### config.mk
export PLATFORM = sky130hd
export DESIGN_NAME = design1_wrapper
export DESIGN_NICKNAME = d
export VERILOG_FILES = /design/src/rtl/design1_wrapper.sv
export SDC_FILE = /design/constraint.sdc
export NUM_CORES = 1
export LEC_CHECK = 0
export CORE_UTILIZATION = 35
export CTS_BUF_LIST = sky130_fd_sc_hd__clkbuf_16
export CTS_CLUSTER_DIAMETER = 50
export DETAILED_ROUTE_END_ITERATION = 16
export PLACE_DENSITY = 0.86
export SETUP_SLACK_MARGIN = 0.5
export SYNTH_ARGS = -nofsm -noshare
export SYNTH_HDL_FRONTEND = slang
export SYNTH_SLANG_ARGS = --single-unit
### constraint.sdc
create_clock -name aclk -period 1.9 [get_ports aclk]
set_input_delay 0.475 -clock aclk [delete_from_list [all_inputs] [get_ports aclk]]
set_output_delay 0.475 -clock aclk [all_outputs]
set_load 0.03 [all_outputs]
### src/rtl/design1_wrapper.sv
// AXI4-Lite slave exposing an 8-bit LED register (offset 0x0, RW) and switch inputs (offset 0x4, RO).
// Optional macro SW_SYNC_EN routes sw_0 through a 2-flop synchronizer before it is read.
module design1_wrapper #(
   parameter int                    ADDR_WIDTH = 32,
   parameter logic [ADDR_WIDTH-1:0] BASE_ADDR  = 32'h4000_0000
) (
   input  logic                  aclk,
   input  logic                  areset,
   input  logic [ADDR_WIDTH-1:0] s_axi_awaddr,
   input  logic                  s_axi_awvalid,
   output logic                  s_axi_awready,
   input  logic [31:0]           s_axi_wdata,
   input  logic [3:0]            s_axi_wstrb,
   input  logic                  s_axi_wvalid,
   output logic                  s_axi_wready,
   output logic [1:0]            s_axi_bresp,
   output logic                  s_axi_bvalid,
   input  logic                  s_axi_bready,
   input  logic [ADDR_WIDTH-1:0] s_axi_araddr,
   input  logic                  s_axi_arvalid,
   output logic                  s_axi_arready,
   output logic [31:0]           s_axi_rdata,
   output logic [1:0]            s_axi_rresp,
   output logic                  s_axi_rvalid,
   input  logic                  s_axi_rready,
   output logic [7:0]            led_0,
   input  logic [7:0]            sw_0
);

   localparam logic [1:0]            RespOkay  = 2'b00;
   localparam logic [1:0]            RespSlverr = 2'b10;
   localparam logic [ADDR_WIDTH-1:0] WordMask  = ~ADDR_WIDTH'(3);
   localparam logic [ADDR_WIDTH-1:0] LedOffset = '0;
   localparam logic [ADDR_WIDTH-1:0] SwOffset  = ADDR_WIDTH'(4);

   logic                  readyEnQ;
   logic                  awCapQ, awCapD;
   logic [ADDR_WIDTH-1:0] awAddrQ, awAddrD;
   logic                  wCapQ, wCapD;
   logic [7:0]            wDataQ, wDataD;
   logic                  wStrb0Q, wStrb0D;
   logic                  bvalidQ, bvalidD;
   logic [1:0]            brespQ, brespD;
   logic [7:0]            ledQ, ledD;
   logic                  rvalidQ, rvalidD;
   logic [31:0]           rdataQ, rdataD;
   logic [1:0]            rrespQ, rrespD;
   logic [7:0]            swValue;

   logic                  awHs, wHs, arHs;
   logic [ADDR_WIDTH-1:0] writeAddr, writeOffset, readOffset;
   logic [7:0]            writeData;
   logic                  writeStrb0, writeIsLed, readIsLed, readIsSw;
   logic                  unusedBits;

   assign unusedBits = &{1'b0, s_axi_wdata[31:8], s_axi_wstrb[3:1]};

   // Ready signals stay low until the first clock edge after reset is released.
   assign s_axi_awready = readyEnQ & ~awCapQ & ~bvalidQ;
   assign s_axi_wready  = readyEnQ & ~wCapQ & ~bvalidQ;
   assign s_axi_arready = readyEnQ & ~rvalidQ;

   assign awHs = s_axi_awvalid & s_axi_awready;
   assign wHs  = s_axi_wvalid & s_axi_wready;
   assign arHs = s_axi_arvalid & s_axi_arready;

   assign writeAddr   = awCapQ ? awAddrQ : s_axi_awaddr;
   assign writeData   = wCapQ ? wDataQ : s_axi_wdata[7:0];
   assign writeStrb0  = wCapQ ? wStrb0Q : s_axi_wstrb[0];
   // Masked offset compares also reject anything outside the 4 KB window.
   assign writeOffset = writeAddr - BASE_ADDR;
   assign readOffset  = s_axi_araddr - BASE_ADDR;
   assign writeIsLed  = (writeOffset & WordMask) == LedOffset;
   assign readIsLed   = (readOffset & WordMask) == LedOffset;
   assign readIsSw    = (readOffset & WordMask) == SwOffset;

`ifdef SW_SYNC_EN
   logic [7:0] swSync1Q, swSync2Q;

   always_ff @(posedge aclk or posedge areset) begin
      if (areset) begin
         swSync1Q <= 8'h00;
         swSync2Q <= 8'h00;
      end else begin
         swSync1Q <= sw_0;
         swSync2Q <= swSync1Q;
      end
   end

   assign swValue = swSync2Q;
`else
   assign swValue = sw_0;
`endif

   always_comb begin
      awCapD  = awCapQ;
      awAddrD = awAddrQ;
      wCapD   = wCapQ;
      wDataD  = wDataQ;
      wStrb0D = wStrb0Q;
      bvalidD = bvalidQ;
      brespD  = brespQ;
      ledD    = ledQ;
      if (awHs) begin
         awCapD  = 1'b1;
         awAddrD = s_axi_awaddr;
      end
      if (wHs) begin
         wCapD   = 1'b1;
         wDataD  = s_axi_wdata[7:0];
         wStrb0D = s_axi_wstrb[0];
      end
      if (bvalidQ) begin
         if (s_axi_bready) bvalidD = 1'b0;
      end else if (awCapD && wCapD) begin
         bvalidD = 1'b1;
         awCapD  = 1'b0;
         wCapD   = 1'b0;
         if (writeIsLed) begin
            if (writeStrb0) ledD = writeData;
            brespD = RespOkay;
         end else begin
            brespD = RespSlverr;
         end
      end
   end

   always_comb begin
      rvalidD = rvalidQ & ~s_axi_rready;
      rdataD  = rdataQ;
      rrespD  = rrespQ;
      if (arHs) begin
         rvalidD = 1'b1;
         if (readIsLed) begin
            rdataD = {24'h0, ledQ};
            rrespD = RespOkay;
         end else if (readIsSw) begin
            rdataD = {24'h0, swValue};
            rrespD = RespOkay;
         end else begin
            rdataD = 32'h0;
            rrespD = RespSlverr;
         end
      end
   end

   always_ff @(posedge aclk or posedge areset) begin
      if (areset) begin
         readyEnQ <= 1'b0;
         awCapQ   <= 1'b0;
         awAddrQ  <= '0;
         wCapQ    <= 1'b0;
         wDataQ   <= 8'h00;
         wStrb0Q  <= 1'b0;
         bvalidQ  <= 1'b0;
         brespQ   <= RespOkay;
         ledQ     <= 8'h00;
         rvalidQ  <= 1'b0;
         rdataQ   <= 32'h0;
         rrespQ   <= RespOkay;
      end else begin
         readyEnQ <= 1'b1;
         awCapQ   <= awCapD;
         awAddrQ  <= awAddrD;
         wCapQ    <= wCapD;
         wDataQ   <= wDataD;
         wStrb0Q  <= wStrb0D;
         bvalidQ  <= bvalidD;
         brespQ   <= brespD;
         ledQ     <= ledD;
         rvalidQ  <= rvalidD;
         rdataQ   <= rdataD;
         rrespQ   <= rrespD;
      end
   end

   assign s_axi_bvalid = bvalidQ;
   assign s_axi_bresp  = brespQ;
   assign s_axi_rvalid = rvalidQ;
   assign s_axi_rdata  = rdataQ;
   assign s_axi_rresp  = rrespQ;
   assign led_0        = ledQ;

endmodule

[Word-level counts from Yosys, hierarchy flattened]
Index checks and enable logic that the tools add are counted.
Storage, ports and cells
  register bits after elaboration: 90
Operators by class
  equality and inequality tests: 1
  bitwise gates (word level): 14
  add/sub/neg operators: 2
  muxes and demuxes: 18
  reduce and logical (&&, ||, !) cells: 5
Operators with widths (number)
  32-bit logical NOT: 2
  32-bit by 31-bit subtractor with 32-bit output (second input constant): 2
  32-bit 2-to-1 mux: 1
  30-bit by 1-bit == test with 1-bit output (second input constant): 1
  8-bit 2-to-1 mux: 3
  1-bit 2-to-1 mux: 11
  1-bit bitwise AND: 9
  2-bit 2-to-1 mux: 3
  1-bit inverter: 5
  4-bit AND reduction: 1
  2-bit AND reduction: 1
  1-bit logical AND: 1

[Logic depth before layout (Yosys ltp)]
  depth after elaboration: 8
  gate-level depth with buffers: 7
  gate-level depth less buffers: 5

[Least setup slack after synthesis]
OpenSTA, ideal clock, no wires.
  path type: flip-flop to flip-flop
  from: reg bvalidQ, in the netlist s_axi_bvalid
  to: reg awAddrQ[10]
  cell stages (with the launch flop): 7
  data required time: 1775 ps
  data arrival time: 2039 ps
  path slack: -263 ps
  buffers on the path: 2
  clock period less this slack: 2163 ps
  cells stage by stage: dfrtp_1 > nand2b_1 > nor2_1 > and2_1 > clkbuf_1 > buf_2 > mux2_2
On the way
  longest elaborated chain between the ends: 3
RTL lines
  start: declaration: line 42  | logic bvalidQ, bvalidD;
  start signal: assignment: line 168  | bvalidQ <= bvalidD;
  1-bit inverter (no line)
  1-bit bitwise AND: line 59  | assign s_axi_awready = readyEnQ & ~awCapQ & ~bvalidQ;
  net s_axi_awready: line 11  | output logic s_axi_awready,
  1-bit bitwise AND: line 63  | assign awHs = s_axi_awvalid & s_axi_awready;
  end signal: assignment: line 164  | awAddrQ <= awAddrD;
  end: declaration: line 38  | logic [ADDR_WIDTH-1:0] awAddrQ, awAddrD;
The timed path passes the listed nets, and every way through them passes these cells.
A chain may end at the register's enable or synchronous reset.

[Worst setup path in the final report]
  from: reg awAddrQ[16]
  to: reg ledQ[0], in the netlist led_0[0]
On the way
  longest elaborated chain between the ends: 4
RTL lines
  32-bit 2-to-1 mux: line 67  | assign writeAddr = awCapQ ? awAddrQ : s_axi_awaddr;
  32-bit by 31-bit subtractor with 32-bit output: line 71  | assign writeOffset = writeAddr - BASE_ADDR;
  32-bit logical NOT: line 73  | assign writeIsLed = (writeOffset & WordMask) == LedOffset;
  4-bit AND reduction (no line)
  end signal: assignment: line 170  | ledQ <= ledD;
  end: declaration: line 44  | logic [7:0] ledQ, ledD;
Every way passes these cells.

==> flow_summary.yaml <==
finish:
  synthToLayoutAreaGrowth_pct: 75.6
  stdcell_area_sq_mm: 0.00528
  fin_nets: 517
  diodes: 0
  drive_gt1_share_pct: 45.9
timing:
  worst_slack_ns: -0.0931
  rsz0062_at_grt: "yes"
  period_share_pct: 105
  setup_viol: 8
  clock.fmax_ghz: 0.502
  timing.hold.ws_ns: 0.479
  layout_min_cycle_time_ns: 1.99
  clock_skew_ns: 0.00780
  hold_violations: 0
  drv_slew: 0
logic_synthesis:
  ys_types: 32
  synth_cells: 242
  synthFlopType: "dfrtp_1"
  synth-seq-cells: 62
  syn_area_per_cell_sq_um: 12.4
  yosysMostFrequentCell: "dfrtp_1"
  syn_area_sq_mm: 0.00301
  async_flop_share_pct: 100
  yosysWarnings: 0
  synthTopCellsByArea: "dfrtp_1, mux2_2, buf_4"
  synth_enable_flop_cells: 0
  yosysSeqAreaShare_pct: 51.6
  synthDominantCellAreaShare_pct: 51.6
  yosys-top-cells-count: "dfrtp_1, mux2_2, buf_4, nand2_1, nor4_1"
  synth_top_cell_by_area: "dfrtp_1"
critical_path:
  cp-end-kind: "flip-flop"
  reg2reg_depth: 5
  path_class: "reg -> reg"
  required_ns: 2.11
  cp.arrival_ns: 2.20
  crit_path_start_kind: "flip-flop"
  cp_max_fo: 8
outcome:
  status: "finished, violations left"
  violations: "setup timing"
power:
  seqPwrFrac_pct: 35.3
  p_sw_share_pct: 27.7
  p_switching_uw: 1650
  p_total_uw: 5960
  p_comb_share_pct: 35.9
  powerDensity_mw_per_mm2: 1130
  ir_worst_vdd_mv: 0.561
  p_leak_uw: 0.00248
  clock_power_share_pct: 28.8
  p_int_uw: 4310
clock_tree:
  clkTransAtPathRegs_ns: 0.05
  cts_max_level: 3
  cts_hold_buffers: 0
  cts_buffers: 9
  tritoncts: "done"
  cts-root-buf: "clkbuf_16"
  clock-sinks: 62
  clk_latency_ns: 0.32
  clockBufferDepth: 2
grt:
  grt_pass1_wl_mm: 12.5
  overflow: 0
  antenna_found_initial: 0
  grt_util_all_layers_pct: 18.9
  grt_pass1_vias: 2417
  grt_max_degree: 63
min_path:
  hold_path_class: "reg -> reg"
  hold_depth: 2
drt:
  viasPerCell: 4.74
  firstDrtPassIters: 4
  drcViolationCount: 0
  wl_mm: 8.47
  drt_iter0_markers: 55
  vias: 2426
  ant_nets: 0
  wire_per_inst_microns: 16.5
die:
  start_util_pct: 36.4
  rows: 33
  die_h_microns: 94.7
  die_w_microns: 94.7
  core_area_sq_mm: 0.00826
  die-area_sq_mm: 0.00897
  io_pins: 164
placed_design:
  io_buffers: 106
  place_ws_ns: -0.475
  gp_congestion: 0.740
  dp_hpwl_mm: 5.62
  placed_area_sq_mm: 0.00446
job:
  drv_cap: 0
==> state kept, by name, summed over array words and instances, names as in the netlist, 8 cells and up <==
register / count
led_0: 8
awAddrQ: 30
s_axi_rdata: 8
wDataQ: 8
==> metal layers <==
| layer | vias to the layer above | GRT usage, % | share of wire, % |
|---|---|---|---|
| met5 | - | 0 | 0 |
| met4 | 0 | 8.59 | 1.6 |
| met3 | 10 | 3.38 | 2.9 |
| met2 | 62 | 29.7 | 53 |
| li1 | 1151 | - | - |
| met1 | 1203 | 25.4 | 43 |
==> power groups by stage <==
stage | Clock [uW] | Sequential (uW) | Combinational, uW
after CTS | 1730 | 2080 | 2070
after global placement | 0 | 2070 | 1700
after global routing | 1790 | 2150 | 2270
final | 1720 | 2100 | 2140
after floorplan | 0 | 2030 | 1300
after detailed placement | 0 | 2110 | 1760
==> worst max-delay path, cell delays in order, from the launching register on <==
cell     delay, ns
dfrtp_1       0.39
nor4_2        0.31
nand3_1       0.16
o41ai_4       0.40
nand4_4       0.26
mux2_4        0.36
==> final cells by class <==
type / instances / area (sq um)
fillers: 628 / 2980
flip-flops and latches: 62 / 1560
multi-input cells: 167 / 1690
inverters: 4 / 18.8
clock inverters: 7 / 90.1
repair buffers: 158 / 1570
well taps: 105 / 131
clock buffers: 9 / 225
==> cell usage in the layout (no fill, tap or decap), drive strengths merged <==
master,netlist,routed
clkinv,0,3
conb,2,27
buf,31,77
bufinv,0,2
clkinvlp,0,2
nor3b,2,2
clkdlybuf4s18,0,1
or4,2,2
o31ai,8,8
nand2b,1,1
clkdlybuf4s50,0,67
nand3,1,1
clkdlybuf4s15,0,1
nor3,3,3
dlygate4sd2,0,1
mux2i,8,8
nor4,13,13
o41ai,1,1
nand4,5,5
dfrtp,62,62
nand4b,2,2
nor2,7,7
nand2,13,13
a21oi,4,4
nor2b,1,1
nor4b,2,2
clkbuf,4,9
dlymetal6s2s,0,11
inv,4,4
or3,1,1
o21a,1,1
and2,2,3
a32oi,1,1
mux2,57,57
o21ai,4,4
==> what timing repair did <==
action | 4_1_cts | 5_1_grt
setup endpoints to repair | 81 | 70
buffers inserted | 17 | 8
pin swaps | 10 | 11
gates cloned | 3 | 0
gates resized for setup | 168 | 43
==> through the flow <==
step	cells	TNS, ns	utilization (%)
after global routing	512	-1.39	63.9
after CTS	504	-0.689	61.0
final	512	-0.599	63.9
after global placement	468	-6.70	54.0
after detailed placement	468	-7.45	54.0
after floorplan	267	0	-
==> path summary, 6_finish.rpt <==
path	start	end	slack, ns
max in group asynchronous	areset	awAddrQ[4]$_DFFE_PP0P_	1.02
min	s_axi_rdata[2]$_DFFE_PP0P_	s_axi_rdata[2]$_DFFE_PP0P_	0.48
max reg2reg	awAddrQ[16]$_DFFE_PP0P_	led_0[0]$_DFFE_PP0P_	-0.09
min in group asynchronous	areset	readyEnQ$_DFF_PP0_	0.59
max	awAddrQ[16]$_DFFE_PP0P_	led_0[0]$_DFFE_PP0P_	-0.09
min reg2reg	s_axi_rdata[2]$_DFFE_PP0P_	s_axi_rdata[2]$_DFFE_PP0P_	0.48
==> cell families after synthesis <==
| family | Yosys count | share of synthesized area (%) |
|---|---|---|
| and+or+nand+nor | 55 | 10.7 |
| muxes | 65 | 24.4 |
| DFF | 62 | 51.6 |
| AOI/OAI and AO/OA | 19 | 4.79 |
| buffers and inverters | 39 | 8.24 |
| other | 2 | 0.250 |
No activity file was read; power rests on OpenSTA's default activity.
